`config.mk`:
```
export PLATFORM = sky130hd
export DESIGN_NAME = fsub_seq
export DESIGN_NICKNAME = d
export VERILOG_FILES = /design/src/rtl/fp_pkg.sv /design/src/rtl/fp_classify.sv /design/src/rtl/fsub_seq.sv
export SDC_FILE = /design/constraint.sdc
export NUM_CORES = 1
export LEC_CHECK = 0
export ABC_AREA = 1
export CORE_ASPECT_RATIO = 0.7
export CORE_MARGIN = 4
export CORE_UTILIZATION = 40
export CTS_BUF_LIST = sky130_fd_sc_hd__clkbuf_2 sky130_fd_sc_hd__clkbuf_4 sky130_fd_sc_hd__clkbuf_8
export CTS_CLUSTER_SIZE = 14
export DETAILED_ROUTE_END_ITERATION = 10
export DONT_BUFFER_PORTS = 1
export RECOVER_POWER = 50
export SETUP_SLACK_MARGIN = 0.5
export SLEW_MARGIN = 20
export SYNTH_ARGS = -nofsm -noshare
export SYNTH_HDL_FRONTEND = slang
export SYNTH_SLANG_ARGS = --single-unit
export TNS_END_PERCENT = 20
```
`constraint.sdc`:
```
create_clock -name clk -period 5.19 [get_ports clk]
set_input_delay 0.2595 -clock clk [delete_from_list [all_inputs] [get_ports clk]]
set_output_delay 0.2595 -clock clk [all_outputs]
set_load 0.05 [all_outputs]
```
`src/rtl/fp_pkg.sv`:
```
// Shared IEEE-754 single-precision definitions for the FP execute-stage units.
package fp_pkg;

    localparam int EXP_W     = 8;
    localparam int MAN_W     = 23;
    localparam int BIAS      = 127;
    localparam int MAX_ALIGN = 27;

    localparam logic [31:0] CANON_NAN = 32'h7FC0_0000;

    typedef enum logic [2:0] {
        IDLE,
        UNPACK,
        ALIGN,
        ADD,
        NORM,
        ROUND,
        DONE
    } state_t;

    typedef struct packed {
        logic             sign;
        logic [EXP_W-1:0] exp;
        logic [MAN_W:0]   sig;
        logic             is_zero;
        logic             is_inf;
        logic             is_nan;
    } fp_unpacked_t;

endpackage

```
`src/rtl/fp_classify.sv`:
```
// Combinational unpack and classification of one single-precision operand.
// Subnormals are flushed: exponent 0 always reports zero with a zero significand.
module fp_classify
    import fp_pkg::*;
(
    input  logic [31:0]  word,
    output fp_unpacked_t op
);

    logic [EXP_W-1:0] exp_f;
    logic [MAN_W-1:0] man_f;

    assign exp_f = word[30:23];
    assign man_f = word[22:0];

    always_comb begin
        op.sign    = word[31];
        op.exp     = exp_f;
        op.is_zero = (exp_f == '0);
        op.is_inf  = (exp_f == '1) && (man_f == '0);
        op.is_nan  = (exp_f == '1) && (man_f != '0);
        op.sig     = op.is_zero ? '0 : {1'b1, man_f};
    end

endmodule

```
`src/rtl/fsub_seq.sv`:
```
// Iterative single-precision subtractor (a - b, RNE) with valid/ready on both sides.
// The subtrahend's sign is flipped at accept so the datapath is a plain signed add.
module fsub_seq
    import fp_pkg::*;
(
    input  logic        clk,
    input  logic        rst_n,
    input  logic        in_valid,
    output logic        in_ready,
    input  logic [31:0] a,
    input  logic [31:0] b,
    output logic        out_valid,
    input  logic        out_ready,
    output logic [31:0] out,
    output logic        busy
);

    state_t       state, state_n;
    logic [31:0]  a_q, a_n, b_q, b_n, out_q, out_n;
    logic         eff_sub, eff_sub_n, r_sign, r_sign_n;
    logic [8:0]   r_exp, r_exp_n;
    logic [26:0]  x_m, x_m_n, y_m, y_m_n;
    logic [27:0]  r_m, r_m_n;
    logic [7:0]   d, d_n;

    fp_unpacked_t ca, cb, xo, yo;
    logic         a_big;
    logic [7:0]   diff;
    logic [27:0]  sum;
    logic         rnd_inc;
    logic [24:0]  rnd_m;
    logic [8:0]   rnd_e;
    logic [22:0]  rnd_frac;

    fp_classify u_cls_a (.word(a_q), .op(ca));
    fp_classify u_cls_b (.word(b_q), .op(cb));

    // X always holds the larger magnitude, so X - Y never goes negative.
    assign a_big = {ca.exp, ca.sig} >= {cb.exp, cb.sig};
    assign xo    = a_big ? ca : cb;
    assign yo    = a_big ? cb : ca;
    assign diff  = xo.exp - yo.exp;

    assign sum = eff_sub ? ({1'b0, x_m} - {1'b0, y_m}) : ({1'b0, x_m} + {1'b0, y_m});

    // r_m[26:3] significand, [2] guard, [1] round, [0] sticky.
    assign rnd_inc  = r_m[2] & (r_m[1] | r_m[0] | r_m[3]);
    assign rnd_m    = {1'b0, r_m[26:3]} + 25'(rnd_inc);
    assign rnd_e    = r_exp + 9'(rnd_m[24]);
    assign rnd_frac = rnd_m[24] ? rnd_m[23:1] : rnd_m[22:0];

    assign in_ready  = (state == IDLE);
    assign out_valid = (state == DONE);
    assign busy      = (state != IDLE);
    assign out       = out_q;

    // NOTE: every signal written here gets a default first, so no path can infer a latch.
    always_comb begin
        state_n   = state;
        a_n       = a_q;
        b_n       = b_q;
        out_n     = out_q;
        eff_sub_n = eff_sub;
        r_sign_n  = r_sign;
        r_exp_n   = r_exp;
        x_m_n     = x_m;
        y_m_n     = y_m;
        r_m_n     = r_m;
        d_n       = d;
        unique case (state)
            IDLE: begin
                if (in_valid) begin
                    a_n     = a;
                    b_n     = {~b[31], b[30:0]};
                    state_n = UNPACK;
                end
            end
            UNPACK: begin
                state_n = DONE;
                if (ca.is_nan || cb.is_nan) begin
                    out_n = CANON_NAN;
                end else if (ca.is_inf && cb.is_inf) begin
                    out_n = (ca.sign != cb.sign) ? CANON_NAN : {ca.sign, 8'hFF, 23'd0};
                end else if (ca.is_inf) begin
                    out_n = {ca.sign, 8'hFF, 23'd0};
                end else if (cb.is_inf) begin
                    out_n = {cb.sign, 8'hFF, 23'd0};
                end else if (ca.is_zero && cb.is_zero) begin
                    out_n = {ca.sign & cb.sign, 31'd0};
                end else if (ca.is_zero) begin
                    out_n = b_q;
                end else if (cb.is_zero) begin
                    out_n = a_q;
                end else begin
                    eff_sub_n = ca.sign ^ cb.sign;
                    r_sign_n  = xo.sign;
                    r_exp_n   = {1'b0, xo.exp};
                    x_m_n     = {xo.sig, 3'b000};
                    if (diff >= 8'(MAX_ALIGN)) begin
                        y_m_n   = 27'd1;
                        state_n = ADD;
                    end else begin
                        y_m_n   = {yo.sig, 3'b000};
                        d_n     = diff;
                        state_n = (diff == 8'd0) ? ADD : ALIGN;
                    end
                end
            end
            ALIGN: begin
                y_m_n = {1'b0, y_m[26:2], y_m[1] | y_m[0]};
                d_n   = d - 8'd1;
                if (d == 8'd1) state_n = ADD;
            end
            ADD: begin
                if (sum == '0) begin
                    out_n   = 32'd0;
                    state_n = DONE;
                end else begin
                    r_m_n   = sum;
                    state_n = NORM;
                end
            end
            NORM: begin
                if (r_m[27]) begin
                    r_m_n   = {1'b0, r_m[27:2], r_m[1] | r_m[0]};
                    r_exp_n = r_exp + 9'd1;
                    state_n = ROUND;
                end else if (r_m[26]) begin
                    state_n = ROUND;
                end else if (r_exp == 9'd1) begin
                    out_n   = {r_sign, 31'd0};
                    state_n = DONE;
                end else begin
                    r_m_n   = {r_m[26:0], 1'b0};
                    r_exp_n = r_exp - 9'd1;
                end
            end
            ROUND: begin
                out_n   = (rnd_e >= 9'd255) ? {r_sign, 8'hFF, 23'd0}
                                            : {r_sign, rnd_e[7:0], rnd_frac};
                state_n = DONE;
            end
            DONE: begin
                if (out_ready) state_n = IDLE;
            end
            default: state_n = IDLE;
        endcase
    end

    // NOTE: sequential state uses non-blocking assignments only; reset clears just the
    // control state and the visible result, datapath registers are don't-care until loaded.
    always_ff @(posedge clk) begin
        if (!rst_n) begin
            state <= IDLE;
            out_q <= 32'd0;
        end else begin
            state <= state_n;
            out_q <= out_n;
        end
    end

    always_ff @(posedge clk) begin
        a_q     <= a_n;
        b_q     <= b_n;
        eff_sub <= eff_sub_n;
        r_sign  <= r_sign_n;
        r_exp   <= r_exp_n;
        x_m     <= x_m_n;
        y_m     <= y_m_n;
        r_m     <= r_m_n;
        d       <= d_n;
    end

endmodule
```
# Word-level counts from Yosys, hierarchy flattened
# Index checks and enable logic that the tools add are counted.
[totals]
register_bits = 197
[op_classes]
add_sub_neg = 8
eq_ne = 31
bitwise = 14
n_lt_le_gt_ge = 3
n_reduce_logical = 30
n_mux = 71
[ops]
columns = ["cell", "count"]
rows = [
  ["32-bit two-way mux", 12],
  ["27-bit two-way mux", 11],
  ["32-bit case mux with 4 select lines", 1],
  ["9-bit two-way mux", 10],
  ["8-bit two-way mux", 8],
  ["28-bit two-way mux", 2],
  ["28-bit case mux with 2 select lines", 1],
  ["27-bit case mux with 2 select lines", 1],
  ["24-bit two-way mux", 2],
  ["23-bit zero test", 2],
  ["23-bit nonzero test", 2],
  ["3-bit two-way mux", 13],
  ["36-bit two-way mux", 1],
  ["35-bit two-way mux", 1],
  ["32-bit >= comparator", 1],
  ["31-bit two-way mux", 1],
  ["2-bit != test (second input constant)", 15],
  ["27-bit by 27-bit adder with 28-bit output", 1],
  ["28-bit zero test", 1],
  ["27-bit by 27-bit subtractor with 28-bit output", 1],
  ["24-bit by 1-bit adder with 25-bit output", 1],
  ["8-bit zero test", 3],
  ["23-bit two-way mux", 1],
  ["3-bit case mux with 7 select lines", 1],
  ["38 further kinds", 64],
]

# Longest topological paths before layout
[logic_depth]
ltp_word = 16
ltp_mapped = 33
mapped_depth_nobuf = 32

# Modules after synthesis
# A second synthesis with hierarchy kept.
[unflattened]
hier_cells = 2030
hier_area_um2 = 15168.3
[by_module_without_submodules]
columns = ["mod", "seq_area_each_um2", "cells_each", "n_inst", "area_per_inst_um2"]
rows = [
  ["fsub_seq", 5565.3, 1844, 1, 14312.5],
  ["fp_classify", 0.0, 93, 2, 427.9],
]

# Least setup slack after synthesis
# OpenSTA, ideal clock, no wires.
[synth_timing]
path_kind = "register to register"
startpoint = "reg state[0]"
endpoint = "reg a_q[0], enable pin"
arrival_time_ns = 4.476
period_less_slack_ns = 4.962
required_time_ns = 4.704
slack_ns = 0.228
setup_time_ns = 0.486
path_stages_with_launch = 6
n_path_buf = 0
cell_sequence = "dfxtp_1 nor2_1 inv_1 nor2_1 inv_1 nor2_1"
[synth_between]
elab_chain_cells = 2
[synth_rtl]
columns = ["item", "line_no", "source"]
rows = [
  ["start: declaration", "fsub_seq.sv:18", "state_t state, state_n;"],
  ["start signal: assignment", "fsub_seq.sv:157", "state <= state_n;"],
  ["3-bit zero test", "-", ""],
  ["named net in_ready", "fsub_seq.sv:9", "output logic in_ready,"],
  ["2-bit AND reduction (no source line)", "-", ""],
  ["end signal: assignment", "fsub_seq.sv:163", "a_q <= a_n;"],
  ["end: declaration", "fsub_seq.sv:19", "logic [31:0] a_q, a_n, b_q, b_n, out_q, out_n;"],
]
# The timed path passes the listed nets, and every way through them passes these cells.
# A chain may end at the register's enable or synchronous reset.

# Worst setup path after layout
[layout_timing]
startpoint = "reg a_q[27]"
endpoint = "reg y_m[0] (data pin)"
[layout_between]
elab_chain_cells = 15
[layout_rtl]
columns = ["item", "line_no", "source"]
rows = [
  ["8-bit zero test", "fp_classify.sv:19", "op.is_zero = (exp_f == '0);"],
  ["24-bit two-way mux", "fp_classify.sv:22", "op.sig = op.is_zero ? '0 : {1'b1, man_f};"],
  ["32-bit >= comparator", "fsub_seq.sv:39", "assign a_big = {ca.exp, ca.sig} >= {cb.exp, cb.sig};"],
  ["36-bit two-way mux or 35-bit two-way mux (tied branches)", "fsub_seq.sv:40, fsub_seq.sv:41", ""],
  ["8-bit subtractor *", "fsub_seq.sv:42", "assign diff = xo.exp - yo.exp;"],
  ["8-bit by 5-bit >= comparator with 1-bit output *", "fsub_seq.sv:99", "if (diff >= 8'(MAX_ALIGN)) begin"],
  ["27-bit two-way mux *", "fsub_seq.sv:99", ""],
  ["27-bit two-way mux *", "fsub_seq.sv:92", "end else if (cb.is_zero) begin"],
  ["27-bit two-way mux *", "fsub_seq.sv:90", "end else if (ca.is_zero) begin"],
  ["27-bit two-way mux *", "fsub_seq.sv:88", "end else if (ca.is_zero && cb.is_zero) begin"],
  ["27-bit two-way mux *", "fsub_seq.sv:86", "end else if (cb.is_inf) begin"],
  ["27-bit two-way mux *", "fsub_seq.sv:84", "end else if (ca.is_inf) begin"],
  ["27-bit two-way mux *", "fsub_seq.sv:82", "end else if (ca.is_inf && cb.is_inf) begin"],
  ["27-bit two-way mux *", "fsub_seq.sv:80", "if (ca.is_nan || cb.is_nan) begin"],
  ["27-bit case mux with 2 select lines *", "fsub_seq.sv:70", "unique case (state)"],
  ["named net y_m_n[0]", "fsub_seq.sv:22", "logic [26:0] x_m, x_m_n, y_m, y_m_n;"],
  ["end signal: assignment", "fsub_seq.sv:169", "y_m <= y_m_n;"],
  ["end: declaration", "fsub_seq.sv:22", ""],
]
# Mark *: on every way through the listed nets, which the timed path passes. The rest lies on a longest branch. The select of a mux whose other input is x is not followed.

==> impl_metrics.tcl <==
set metrics [dict create \
    status "finished with violations" \
    violations "max-capacitance violations, max-slew violations" \
    min_period_ns 4.615 \
    p_switching_w 0.006710 \
    grt_pass1_vias 13240 \
    grt_usage 0.2550 \
    routed_wl_um 53130 \
    clockBufferDepth 2 \
    ys_seq_area_frac 0.3716 \
    grt_max_degree 94 \
    io_pins 103 \
    dr_total_vias 14580 \
    initial_core_util 0.4111 \
    coreArea_sq_mm 0.03643 \
    async_flop_share 0 \
    final_common_cell "nand2_1" \
    rsz0062_at_grt "yes" \
    clk_pin_slew_ns 0.13 \
    cts_tree "built" \
    pwr-share-comb 0.630 \
    netlist_instances 2022 \
    dieArea_sq_mm 0.04065 \
    grt-ovfl-total 0 \
    worst-setup-path-type "reg2reg" \
    dp_hpwl_um 42200 \
    clock_power_share 0.086 \
    switching_share 0.5606 \
    ir_drop_mv 0.3180 \
    grt_pass1_wl_um 79140 \
    drt_iter0_drc 1670 \
    hold_viol 0 \
    seqPwrFrac 0.284 \
    timing.setup.tns_ns 0 \
    final_nets 2244 \
    drive_gt1_frac 0.06781 \
    viasPerCell 5.661 \
    die_h_um 169.9 \
    place_congestion 0.9597 \
    dr.pass1.iters 6 \
    fin_crit_sh 0.8892 \
    final_cell_mix "nand2_1, inv_1, nor2_1" \
    htree_num_levels 4 \
    antenna_found_initial 2 \
    crit_required_ns 5.42 \
    cts.sinks 197 \
    ys_types 55 \
    slew_violations 103 \
    worst_pin_slew_ns 2.297 \
    syn-num-nets 2185 \
    die_w_um 239.3 \
    intPower_w 0.005258 \
    max_freq_mhz 216.7 \
    crit_fanout 25 \
    final-setup-viol-count 0 \
    cts_root_buf "clkbuf_8" \
    clk_latency_ns 0.53 \
    drc_errors 0 \
    synth_edf_count 162 \
    leakage_nw 7.241 \
    pwr_density_cell_mw_per_mm2 713.6 \
    end_kind "register" \
    maxCapViolCount 4 \
    slew_headroom -0.5352 \
    synth_ff_type "edfxtp_1" \
    numCtsBuffers 17 \
    io_buffers 0 \
    synth_warnings 0 \
    min_path_type "in2reg" \
    synth-seq-cells 197 \
    ant_nets 0 \
    placementRows 58 \
    arrival_ns 4.84 \
    syn_to_final_growth_pct 11.98 \
    avgSynthCellArea_sq_um 7.408 \
    finalClockSkew_ns 0.03355 \
    routedWlPerCell_um 20.63 \
    syn_area_sq_mm 0.01498 \
    hold_slack_ns 0.06422 \
    cp-start-kind "register" \
]
[power groups by stage]
| stage | Clock (W) | Sequential (W) | Combinational [W] |
|---|---|---|---|
| 6_report | 0.00103 | 0.00340 | 0.00754 |
| 3_5_place_dp | 0 | 0.00342 | 0.00718 |
| 2_1_floorplan | 0 | 0.00325 | 0.00508 |
| 4_1_cts | 0.00105 | 0.00339 | 0.00725 |
| 5_1_grt | 0.00112 | 0.00347 | 0.00836 |
| 3_3_place_gp | 0 | 0.00341 | 0.00714 |
[logic make-up after synthesis]
kind of cell    synth area share
xor+xnor                 0.02448
simple gates              0.2575
fa+ha+maj                0.07986
flops                     0.3716
compound gates            0.1717
buf+inv                  0.09490
[critical path, stage by stage, from the launching register on]
cell,delay [ns]
edfxtp_1,0.47
inv_1,0.10
nand4_1,0.18
nor3_4,0.22
buf_4,0.16
inv_2,0.12
buf_4,0.20
ha_1,0.32
nor2_1,0.20
and3_4,0.23
nand4_1,0.09
nor2_2,0.14
nand2_4,0.09
nand2_1,0.38
nand2_1,0.11
o21ai_0,0.10
o21ai_1,0.18
a21oi_2,0.18
nand2_1,0.06
nand2_1,0.05
nand2_1,0.09
nor2_2,0.15
nand2_2,0.08
buf_12,0.18
nand2_1,0.08
o21ai_0,0.11
[metal layers]
metal,GRT usage,up-vias,wire [um]
met2,0.3361,656,20350
li1,-,6984,-
met3,0.09882,38,6865
met4,0.04590,0,660
met5,0,-,0
met1,0.3931,6899,25250
[state kept, by name (all words and copies together) (netlist names)]
signal,cells
a_q,32
b_q,32
d,8
eff_sub,1
out,32
r_exp,9
r_m,28
r_sign,1
state,3
x_m,24
y_m,27
[through the flow]
step | utilization | total power (W) | setup WS, ns | area, sq um | cells
after floorplan | - | 0.008329 | 0.5811 | 14980 | 2022
after global placement | 0.4246 | 0.01056 | 0.6814 | 15470 | 2454
after detailed placement | 0.4249 | 0.01060 | 0.4891 | 15480 | 2454
after CTS | 0.4538 | 0.01168 | 0.5070 | 16530 | 2552
after global routing | 0.4604 | 0.01295 | 0.3222 | 16770 | 2575
final | 0.4604 | 0.01197 | 0.5748 | 16770 | 2575
[worst paths after layout]
| kind | slack, ns | start | to | cells after the start |
|---|---|---|---|---|
| worst max-delay path | 0.57 | a_q[27]$_DFFE_PP_ | y_m[0]$_DFFE_PP_ | 25 |
| worst min-delay path | 0.06 | out_ready | state[1]$_SDFFE_PN0P_ | 3 |
| worst max register to register | 0.57 | a_q[27]$_DFFE_PP_ | y_m[0]$_DFFE_PP_ | 25 |
| worst min register to register | 0.57 | state[2]$_SDFFE_PN0P_ | state[2]$_SDFFE_PN0P_ | 2 |
[cells in the mapped netlist (all sizes together) (4+ instances only)]
library cell / n / area (sq um)
xnor2: 6 / 52.55
o211ai: 43 / 322.8
nor3: 33 / 175.2
nand3: 124 / 625.6
a21oi: 133 / 680.7
nand4: 49 / 306.5
buf: 27 / 162.7
dfxtp: 35 / 700.7
clkbuf: 41 / 155.1
edfxtp: 162 / 4865
o22ai: 32 / 325.3
nor2: 190 / 740.7
nor4: 15 / 100.1
a31oi: 8 / 50.05
o31ai: 4 / 30.03
xor2: 35 / 314.1
o21bai: 9 / 67.56
nand2: 495 / 1883
o221ai: 25 / 219.0
ha: 94 / 1176
o21ai: 144 / 720.7
inv: 292 / 1096
[what timing repair did]
action,4_1_cts,5_1_grt
setup endpoints to repair,10,60
hold buffers,66,0
gates resized for setup,1,30
buffers inserted,0,21
hold endpoints to repair,71,0
pin swaps,0,11
gates cloned,0,1
[area by class of cell]
cell class | count | area (sq um)
antenna | 1 | 2.502
tap | 480 | 600.6
sequential | 197 | 5565
clock inverter | 15 | 153.9
fill | 3748 | 19660
clock buffer | 17 | 234.0
timing repair buffer | 107 | 979.7
inverter | 294 | 1104
multi-input combinational | 1464 | 8133
(Power assumes the default switching activity.)
